--- src/rtl/vga_timing_gen.sv ---
// 640x480@60 VGA timing generator: divides Clk by two into pixel_clk and scans
// the horizontal/vertical counters, decoding registered sync, blank and position.
module vga_timing_gen #(
    parameter int H_VISIBLE = 640,
    parameter int H_FP      = 16,
    parameter int H_SYNC    = 96,
    parameter int H_TOTAL   = 800,
    parameter int V_VISIBLE = 480,
    parameter int V_FP      = 10,
    parameter int V_SYNC    = 2,
    parameter int V_TOTAL   = 525
) (
    input  logic       Clk,
    input  logic       Reset,
    output logic       pixel_clk,
    output logic       hs,
    output logic       vs,
    output logic       blank,
    output logic       sync,
    output logic [9:0] DrawX,
    output logic [9:0] DrawY,
    output logic       frame_start
);

    localparam logic [9:0] H_LAST   = 10'(H_TOTAL - 1);
    localparam logic [9:0] V_LAST   = 10'(V_TOTAL - 1);
    localparam logic [9:0] H_VIS    = 10'(H_VISIBLE);
    localparam logic [9:0] V_VIS    = 10'(V_VISIBLE);
    localparam logic [9:0] HS_START = 10'(H_VISIBLE + H_FP);
    localparam logic [9:0] HS_END   = 10'(H_VISIBLE + H_FP + H_SYNC);
    localparam logic [9:0] VS_START = 10'(V_VISIBLE + V_FP);
    localparam logic [9:0] VS_END   = 10'(V_VISIBLE + V_FP + V_SYNC);

    logic [9:0] hc;
    logic [9:0] vc;
    logic [9:0] hc_next;
    logic [9:0] vc_next;
    logic       h_wrap;

    // Wrap by equality so the counters can never run past the last position.
    always_comb begin
        h_wrap  = (hc == H_LAST);
        hc_next = h_wrap ? 10'd0 : hc + 10'd1;
        vc_next = vc;
        if (h_wrap) begin
            vc_next = (vc == V_LAST) ? 10'd0 : vc + 10'd1;
        end
    end

    always_ff @(posedge Clk) begin
        if (Reset) begin
            pixel_clk   <= 1'b0;
            hc          <= 10'd0;
            vc          <= 10'd0;
            hs          <= 1'b1;
            vs          <= 1'b1;
            blank       <= 1'b1;
            frame_start <= 1'b0;
        end else begin
            pixel_clk   <= ~pixel_clk;
            frame_start <= 1'b0;
            // Advance on the pixel_clk falling edge; decodes use the new position.
            if (pixel_clk) begin
                hc          <= hc_next;
                vc          <= vc_next;
                hs          <= !((hc_next >= HS_START) && (hc_next < HS_END));
                vs          <= !((vc_next >= VS_START) && (vc_next < VS_END));
                blank       <= (hc_next < H_VIS) && (vc_next < V_VIS);
                frame_start <= (hc_next == 10'd0) && (vc_next == 10'd0);
            end
        end
    end

    assign DrawX = hc;
    assign DrawY = vc;
    assign sync  = 1'b0;

endmodule

--- config.mk ---
export PLATFORM = sky130hd
export DESIGN_NAME = vga_timing_gen
export DESIGN_NICKNAME = d
export VERILOG_FILES = /design/src/rtl/vga_timing_gen.sv
export SDC_FILE = /design/constraint.sdc
export NUM_CORES = 1
export LEC_CHECK = 0
export CAP_MARGIN = 15
export CORE_MARGIN = 2
export CORE_UTILIZATION = 48
export DETAILED_ROUTE_END_ITERATION = 6
export PLACE_DENSITY = 0.78
export SYNTH_ARGS = -nofsm -noshare
export SYNTH_HDL_FRONTEND = slang
export SYNTH_SLANG_ARGS = --single-unit
--- constraint.sdc ---
create_clock -name Clk -period 2.5 [get_ports Clk]
set_clock_uncertainty 0.15 [all_clocks]
set_input_delay 0.375 -clock Clk [delete_from_list [all_inputs] [get_ports Clk]]
set_output_delay 0.375 -clock Clk [all_outputs]
set_load 0.005 [all_outputs]
==> summary by stage, run 1 <==
Place
The post-placement setup slack is 110 ps. The global placement routability congestion is 0.942. Summed over all nets, the half-perimeter wirelength after detailed placement is 3100 um.

Buffers placed on the I/O ports in this run total 26.

Synth
The mapped netlist covers 0.00170 mm2. The flop and latch count out of synthesis is 25. After synthesis, the cell types taking the most area are sky130_fd_sc_hd__dfxtp_1, sky130_fd_sc_hd__nor2_1, sky130_fd_sc_hd__xnor2_1. In the synthesized netlist, the number of instances is 225. When the netlist entered floorplanning its net count stood at 230. The area share of the leading cell type in the synthesized netlist is 29.5%. Synthesis instantiated 50 different standard cells from the library.

Among all flip-flop cells after synthesis, the most frequent one is sky130_fd_sc_hd__dfxtp_1. Summing the areas of all xor and xnor instances in the mapped netlist gives 6.71% of the synthesized area. The synthesized design spends more area on one cell type than any other, namely sky130_fd_sc_hd__dfxtp_1. The number of enable flip-flop cells after synthesis is 0.

The count of warnings emitted by yosys is 0. Of the total synthesized cell area, the portion taken by AND, OR, NAND and NOR gates is 36.0%. The fraction of the yosys area taken by sequential cells is 29.5%. After synthesis, the share of flip-flops with an asynchronous set or reset is 0%. Summing the areas of all fa, ha and maj instances in the mapped netlist gives 2.21% of the synthesized area. Summing the areas of all compound-gate instances in the mapped netlist gives 16.5% of the synthesized area.

The largest family of logic cells by synthesized area is simple AND/OR/NAND/NOR gates. The mux contribution to synthesized area is 1.77%. The per-instance average area after synthesis is 7.55 um2.

Worst setup path
Data on the critical path arrives at its endpoint at 2500 ps. The signal on the critical path passes through ha_2, and4_1, and3_1, o22ai_1, a311oi_1, nor4bb_1, and4b_1. STA classifies the critical path endpoint as a flip-flop.

The slowest stage of the critical path is the sky130_fd_sc_hd__dfxtp_1 cell. The worst setup slack for register-to-register paths is 130 ps. For the worst setup path, the data required time is 2630 ps. The worst setup path is launched from a flip-flop. In this run the critical register-to-register path is captured at frame_start. The startpoint identified for the worst register-to-register timing path is DrawX[1]. The delay contributed by the slowest stage of the critical path is 430 ps. The cell count of the worst reg-to-reg path is 7. The critical path is of the flip-flop to flip-flop type. The worst-path maximum fanout is 8. Following the worst setup path forward leads to its endpoint at frame_start. Tracing the worst setup path back leads to its startpoint at DrawX[1].

Die
The initial utilization of the core area, before any placement, comes to 50.5%. For this design the top-level I/O count stands at 28. The die extent in x is 63.5 um. The die is 63.5 um tall. In this run the core area contains 21 standard-cell rows. The core area is 0.00336 mm2.

The die covers 0.00403 mm2.

GRT
Entering global routing, the biggest net connects 26 pins. Across every metal layer, demand over resource in global routing totals 21.8%. The first global-routing pass estimated 7120 um of wire. The number of global-route vias before repair came to 1,490.

The initial antenna violation count is 0. The total congestion overflow after global routing is 0.

Timing
Setup repair after global routing left no endpoint under its margin. The worst setup margin is 131 ps. After routing, the total negative slack on setup checks comes to 0 ps. The final-report hold violation count was 0. The number of pins with negative max-slew slack in the final report is 0. The final critical path takes up 94.8% of the cycle.

The worst path in the final design needs a cycle of 2370 ps, including I/O delays and setup. The max-slew headroom at the worst pin is 66.7%. The transition time at the pin with the least slew margin is 499 ps. The setup-violating endpoint count in the final report is 0.

For this run, the top clock speed supported by timing is 422 MHz.

Clock network
CTS saw 25 sinks. The CTS tree is built. The maximum buffer depth of the clock tree is 2.

The clock-pin slew of the registers on the worst-case setup and hold paths is 140 ps. The number of clock buffers inserted by TritonCTS is 3. The count of hold-fix buffers inserted at cts is 0. In this run the clock root is driven by a sky130_fd_sc_hd__clkbuf_4. The clock latency reported for the late side of the worst-skew pair is 330 ps. The post-cts gate resize count is 0. The number of post-CTS setup repair buffers is 0. CTS built an H-tree with a depth of 1.

Power and ir drop
Power spread over the standard cell area amounts to 309 mW/mm2. The maximum resistive drop on vdd is 0.000182 V. In this run the static leakage power is 0.727 nW.

Run
The number of max-cap violations is 0.

Routing
The total number of vias is 1,722. In the routed layout, each cell is associated on average with a via count of 5.76. The number of iterations in the first detailed-routing pass is 4.

After detailed routing, the average wire length per cell comes to 14.2 um. The DRC violations left is 0. In this run the remaining antenna-violating nets after routing total 0. Wires add up to 4240 um. For this block, the initial DRC count from the detailed router was 105.

Finish
The fraction of final layout cells with drive strength greater than 1 is 11.1%. The number of nets in the layout is 259. The synthesis-to-finish area growth is 22.0%.

The repair_antennas step left the layout with diodes totalling 0.

Run status
The flow ran to the end, and the final reports show no timing, DRC or antenna violations.

Min path
The min-delay analysis places its worst path in the category flip-flop to flip-flop.
## power breakdown
part / internal (mW) / switching, mW / total [mW]
Clock: 0.0626 / 0.126 / 0.189
Combinational: 0.0207 / 0.0211 / 0.0417
Sequential: 0.403 / 0.00733 / 0.410
Total: 0.486 / 0.154 / 0.641
## cell usage in the layout (no fill, tap or decap), types with 4 or more instances in the layout
cell / instances
sky130_fd_sc_hd__dfxtp_1: 25
sky130_fd_sc_hd__nand2_1: 13
sky130_fd_sc_hd__nand3_1: 8
sky130_fd_sc_hd__o21ai_0: 13
sky130_fd_sc_hd__inv_1: 7
sky130_fd_sc_hd__nor2_1: 34
sky130_fd_sc_hd__a21oi_1: 13
sky130_fd_sc_hd__nand4_1: 9
sky130_fd_sc_hd__nor4_1: 4
sky130_fd_sc_hd__nor3_1: 9
sky130_fd_sc_hd__a31oi_1: 5
sky130_fd_sc_hd__xnor2_1: 8
sky130_fd_sc_hd__buf_4: 15
sky130_fd_sc_hd__and3_1: 8
sky130_fd_sc_hd__xor2_1: 5
sky130_fd_sc_hd__clkdlybuf4s50_1: 26
## worst min path at each step
| stage | depth (start not counted) | slack (ps) | endpoint | from |
|---|---|---|---|---|
| 3_5_place_dp | 2 | 310 | blank | blank |
| 5_1_grt | 2 | 380 | blank | blank |
| 3_3_place_gp | 2 | 310 | blank | blank |
| 4_1_cts | 2 | 350 | blank | blank |
| 2_1_floorplan | 2 | 310 | blank | blank |
| 6_report | 2 | 340 | blank | blank |
## synthesized netlist by cell type, types with 2 or more instances
cell type,number
sky130_fd_sc_hd__dfxtp_1,25
sky130_fd_sc_hd__buf_6,2
sky130_fd_sc_hd__nor4_1,4
sky130_fd_sc_hd__or3_1,3
sky130_fd_sc_hd__nand3_1,8
sky130_fd_sc_hd__nor3b_1,2
sky130_fd_sc_hd__clkbuf_1,11
sky130_fd_sc_hd__nand4_1,9
sky130_fd_sc_hd__mux2i_1,3
sky130_fd_sc_hd__o22ai_1,2
sky130_fd_sc_hd__buf_4,4
sky130_fd_sc_hd__nand2_1,14
sky130_fd_sc_hd__nor3_1,9
sky130_fd_sc_hd__inv_1,7
sky130_fd_sc_hd__o21ai_0,13
sky130_fd_sc_hd__a31oi_1,5
sky130_fd_sc_hd__xor2_1,5
sky130_fd_sc_hd__o31ai_1,2
sky130_fd_sc_hd__and2_1,3
sky130_fd_sc_hd__nor2_1,34
sky130_fd_sc_hd__a21boi_0,2
sky130_fd_sc_hd__xnor2_1,8
sky130_fd_sc_hd__a21oi_1,13
sky130_fd_sc_hd__and3_1,8
sky130_fd_sc_hd__o21a_1,2
sky130_fd_sc_hd__ha_1,3
## routing by layer
layer  up-vias  global-route usage [%]  wire length [um]
met3         5                    2.14               279
met2        66                    32.2              1900
met4         0                    7.07                48
met5         -                       0                 0
li1        864                       -                 -
met1       787                    33.0              2010
## registers in the layout (all words and copies together), names as in the netlist
name / count
blank: 1
pixel_clk: 1
vs: 1
DrawY: 10
frame_start: 1
hs: 1
DrawX: 10
## area by class of cell
cell class | count | area, um2
clock buffer | 4 | 26.3
timing repair buffer | 41 | 373
inverter | 7 | 26.3
multi-input combinational | 176 | 1090
sequential | 25 | 500
tap | 46 | 57.6
fill | 345 | 1290
## worst max-delay path: cells and delay by family (launching register included)
family / cells / cell delay, ps
adders and majority gates: 1 / 280
DFF: 1 / 430
and+or+nand+nor: 4 / 1050
AOI/OAI and AO/OA: 2 / 400
## cell families after synthesis
| group | after synthesis |
|---|---|
| adders and majority gates | 3 |
| other | 1 |
| muxes | 3 |
| buffers and inverters | 24 |
| DFF | 25 |
| xor gates and xnor gates | 13 |
| and+or+nand+nor | 110 |
| AOI/OAI and AO/OA | 46 |
## metrics by stage
step	power [mW]	cells	hold slack (ps)	util (%)	area [um2]
2_1_floorplan	0.442	225	312	-	1700
3_3_place_gp	0.460	295	306	60.5	2030
3_5_place_dp	0.460	295	310	60.5	2030
4_1_cts	0.649	299	346	61.3	2060
5_1_grt	0.670	299	379	61.6	2070
6_report	0.641	299	341	61.6	2070
No activity file was read; power rests on OpenSTA's default activity.
==> inputs of run 2 (changes only) <==
- GPL_ROUTABILITY_DRIVEN: not set -> 0
==> summary by stage, run 2 (synthesized netlist as in run 1, its figures left out) <==
Routing
For this block, wires on met1 add up to 2030 um. The final wirelength is 4230 um. The number of routed nets with antenna violations is 0.

Detailed routing placed a total of 1890 um of wire on met2. After detailed routing, the average wire length per cell comes to 14.3 um. The total number of vias is 1,727.

The iteration-0 DRC count of the detailed router is 114. The highest metal layer with signal wires is met4. Summed over all nets, wire length on met3 after detailed routing comes to 244 um. The per-cell via count in the routed design is 5.83. The DRC violations left is 0.

The number of iterations in the first detailed-routing pass is 4.

Worst setup path
Among cell families on the critical path, the largest total delay comes from simple AND/OR/NAND/NOR gates. At the worst endpoint, the required time is 2620 ps. The startpoint identified for the worst register-to-register timing path is DrawX[1]. Traced cell by cell, the critical path runs through ha_2, and4_2, and3_2, nand2_1, or4_1, a21oi_1. In this run the worst setup path begins at DrawX[1]. The category of the worst setup path capture point is a flip-flop. The worst setup path is of the flip-flop to flip-flop kind. Together, buffers and inverters on the worst path number 0.

The worst-path maximum fanout is 8. The endpoint of the worst register-to-register path is DrawY[4]. The library cell contributing the largest single delay on the critical path is sky130_fd_sc_hd__or4_1. STA classifies the critical path startpoint as a flip-flop. The delay contributed by the slowest stage of the critical path is 540 ps. Data on the critical path arrives at its endpoint at 2460 ps. Measured in cells, the most critical reg-to-reg path has a length of 6. Following the worst setup path forward leads to its endpoint at DrawY[4].

The worst setup slack for register-to-register paths is 160 ps. The number of logic stages on the critical path including buffering is 6.

Run status
The run finished with clean final reports.

Place
Counting tap cells, the placed design contains a total of 292 instances. The count of port buffers added during placement is 26. Detailed placement finished with a half-perimeter wire length of 3040 um.

The post-placement setup slack is 115 ps.

GRT
The initial antenna violation count is 0. The pin count of the biggest net entering global routing is 26. The overall global routing resource usage is 22.8%. The total congestion overflow after global routing is 0. The first global-routing pass estimated 7340 um of wire. The number of global-route vias before repair is 1,524.

Clock network
The number of levels the H-tree was split into is 1. The cell at the root of the clock tree is sky130_fd_sc_hd__clkbuf_4. The clock latency reported for the late side of the worst-skew pair is 350 ps. TritonCTS created 3 clock buffers. CTS saw 25 sinks. Post-CTS timing repair inserted 0 buffers for setup. The count of hold-fix buffers inserted at cts is 0. The maximum buffer depth of the clock tree is 2. The clock-pin slew of the registers on the worst-case setup and hold paths is 160 ps. The CTS tree is built.

Die
The die extent in x is 63.5 um. The starting density of the core is 50.5%. The core area is 0.00336 mm2. 28 I/O pins were placed. The chip height is 63.5 um. The overall die area is 0.00403 mm2.

The number of rows in the core area is 21.

Finish
Of the cells placed in the final design, the portion with a size suffix greater than 1 is 10.8%. The repair_antennas step left the layout with diodes totalling 0. The number of filler instances in the final layout is 340. The most common library cell in the layout ignoring fill and taps is sky130_fd_sc_hd__nor2_1. The final cell count without fillers is 296. The synthesis-to-finish area growth is 20.9%. In the layout the commonest cells are sky130_fd_sc_hd__nor2_1, sky130_fd_sc_hd__clkdlybuf4s50_1, sky130_fd_sc_hd__dfxtp_1. The number of nets in the layout is 256.

Timing
The setup-violating endpoint count in the final report is 0. The post-route fraction of the period consumed by the critical path is 93.6%. The worst setup margin is 160 ps. The final-report hold violation count is 0. For the finished layout, the period the worst path requires is 2340 ps. The number of pins with negative max-slew slack in the final report is 0. The highest achievable clock rate is 427 MHz.

Min path
The path class of the tightest hold or removal check is flip-flop to flip-flop.

Power and ir drop
The power per unit of standard cell area is 316 mW/mm2. The design draws 0.649 mW. The analysis attributes to cell leakage a power of 0.708 nW. The maximum resistive drop on vdd is 0.000206 V.

Run
Max-cap violations in this run came to 0.
[run 2: cell count changes in the layout (fill, tap and decap cells not counted)]
cell	change
sky130_fd_sc_hd__and4_1	-1
sky130_fd_sc_hd__and3_2	+1
sky130_fd_sc_hd__clkinvlp_4	+1
sky130_fd_sc_hd__and3_1	-1
sky130_fd_sc_hd__clkbuf_1	-1
sky130_fd_sc_hd__buf_4	-3
sky130_fd_sc_hd__and4_2	+1
sky130_fd_sc_hd__nand2_2	-1
sky130_fd_sc_hd__nand2_1	+1
[run 2: final cells by class]
| type | count | area (um2) | share of cell area (%) |
|---|---|---|---|
| Sequential cell | 25 | 500 | 24.4 |
| Multi-Input combinational cell | 176 | 1090 | 53.0 |
| Inverter | 7 | 26.3 | 1.28 |
| Clock inverter | 1 | 7.51 | 0.366 |
| Clock buffer | 3 | 22.5 | 1.10 |
| Timing Repair Buffer | 38 | 350 | 17.1 |
| Tap cell | 46 | 57.6 | 2.80 |
[run 2: repair_timing]
| action | 4_1_cts | 5_1_grt |
|---|---|---|
| hold endpoints to repair | 0 | 0 |
| setup endpoints to repair | 0 | 10 |
| resized for setup | 0 | 4 |
[run 2: how the worst min path moves through the flow]
| stage | from | end | cells after the start |
|---|---|---|---|
| 6_report | blank | blank | 2 |
| 5_1_grt | blank | blank | 2 |
| 3_3_place_gp | blank | blank | 2 |
| 4_1_cts | blank | blank | 2 |
| 3_5_place_dp | blank | blank | 2 |
| 2_1_floorplan | blank | blank | 2 |
[run 2: power breakdown]
group | switching [mW] | internal (mW) | total [mW]
clock network | 0.136 | 0.0616 | 0.198
registers | 0.00298 | 0.403 | 0.406
logic | 0.0245 | 0.0206 | 0.0451
[run 2: metrics by stage]
| stage | area, um2 | setup TNS, ps | hold WS [ps] | util [%] |
|---|---|---|---|---|
| 2_1_floorplan | 1700 | 0 | 312 | - |
| 3_3_place_gp | 2010 | 0 | 306 | 59.8 |
| 3_5_place_dp | 2010 | 0 | 312 | 59.8 |
| 4_1_cts | 2040 | 0 | 352 | 60.7 |
| 5_1_grt | 2050 | -7.62 | 386 | 61.0 |
| 6_report | 2050 | 0 | 340 | 61.0 |
[run 2: worst reg2reg max path, cell delays in order (launching register included)]
cell and delay [ps]:
sky130_fd_sc_hd__dfxtp_1 430, sky130_fd_sc_hd__ha_2 270, sky130_fd_sc_hd__and4_2 320, sky130_fd_sc_hd__and3_2 250, sky130_fd_sc_hd__nand2_1 170, sky130_fd_sc_hd__or4_1 540, sky130_fd_sc_hd__a21oi_1 140
[run 2: routing by layer]
metal	up-vias	GRT usage, %
met5	-	0
met4	0	8.15
met3	7	3.04
met2	58	32.8
met1	806	34.4
li1	856	-
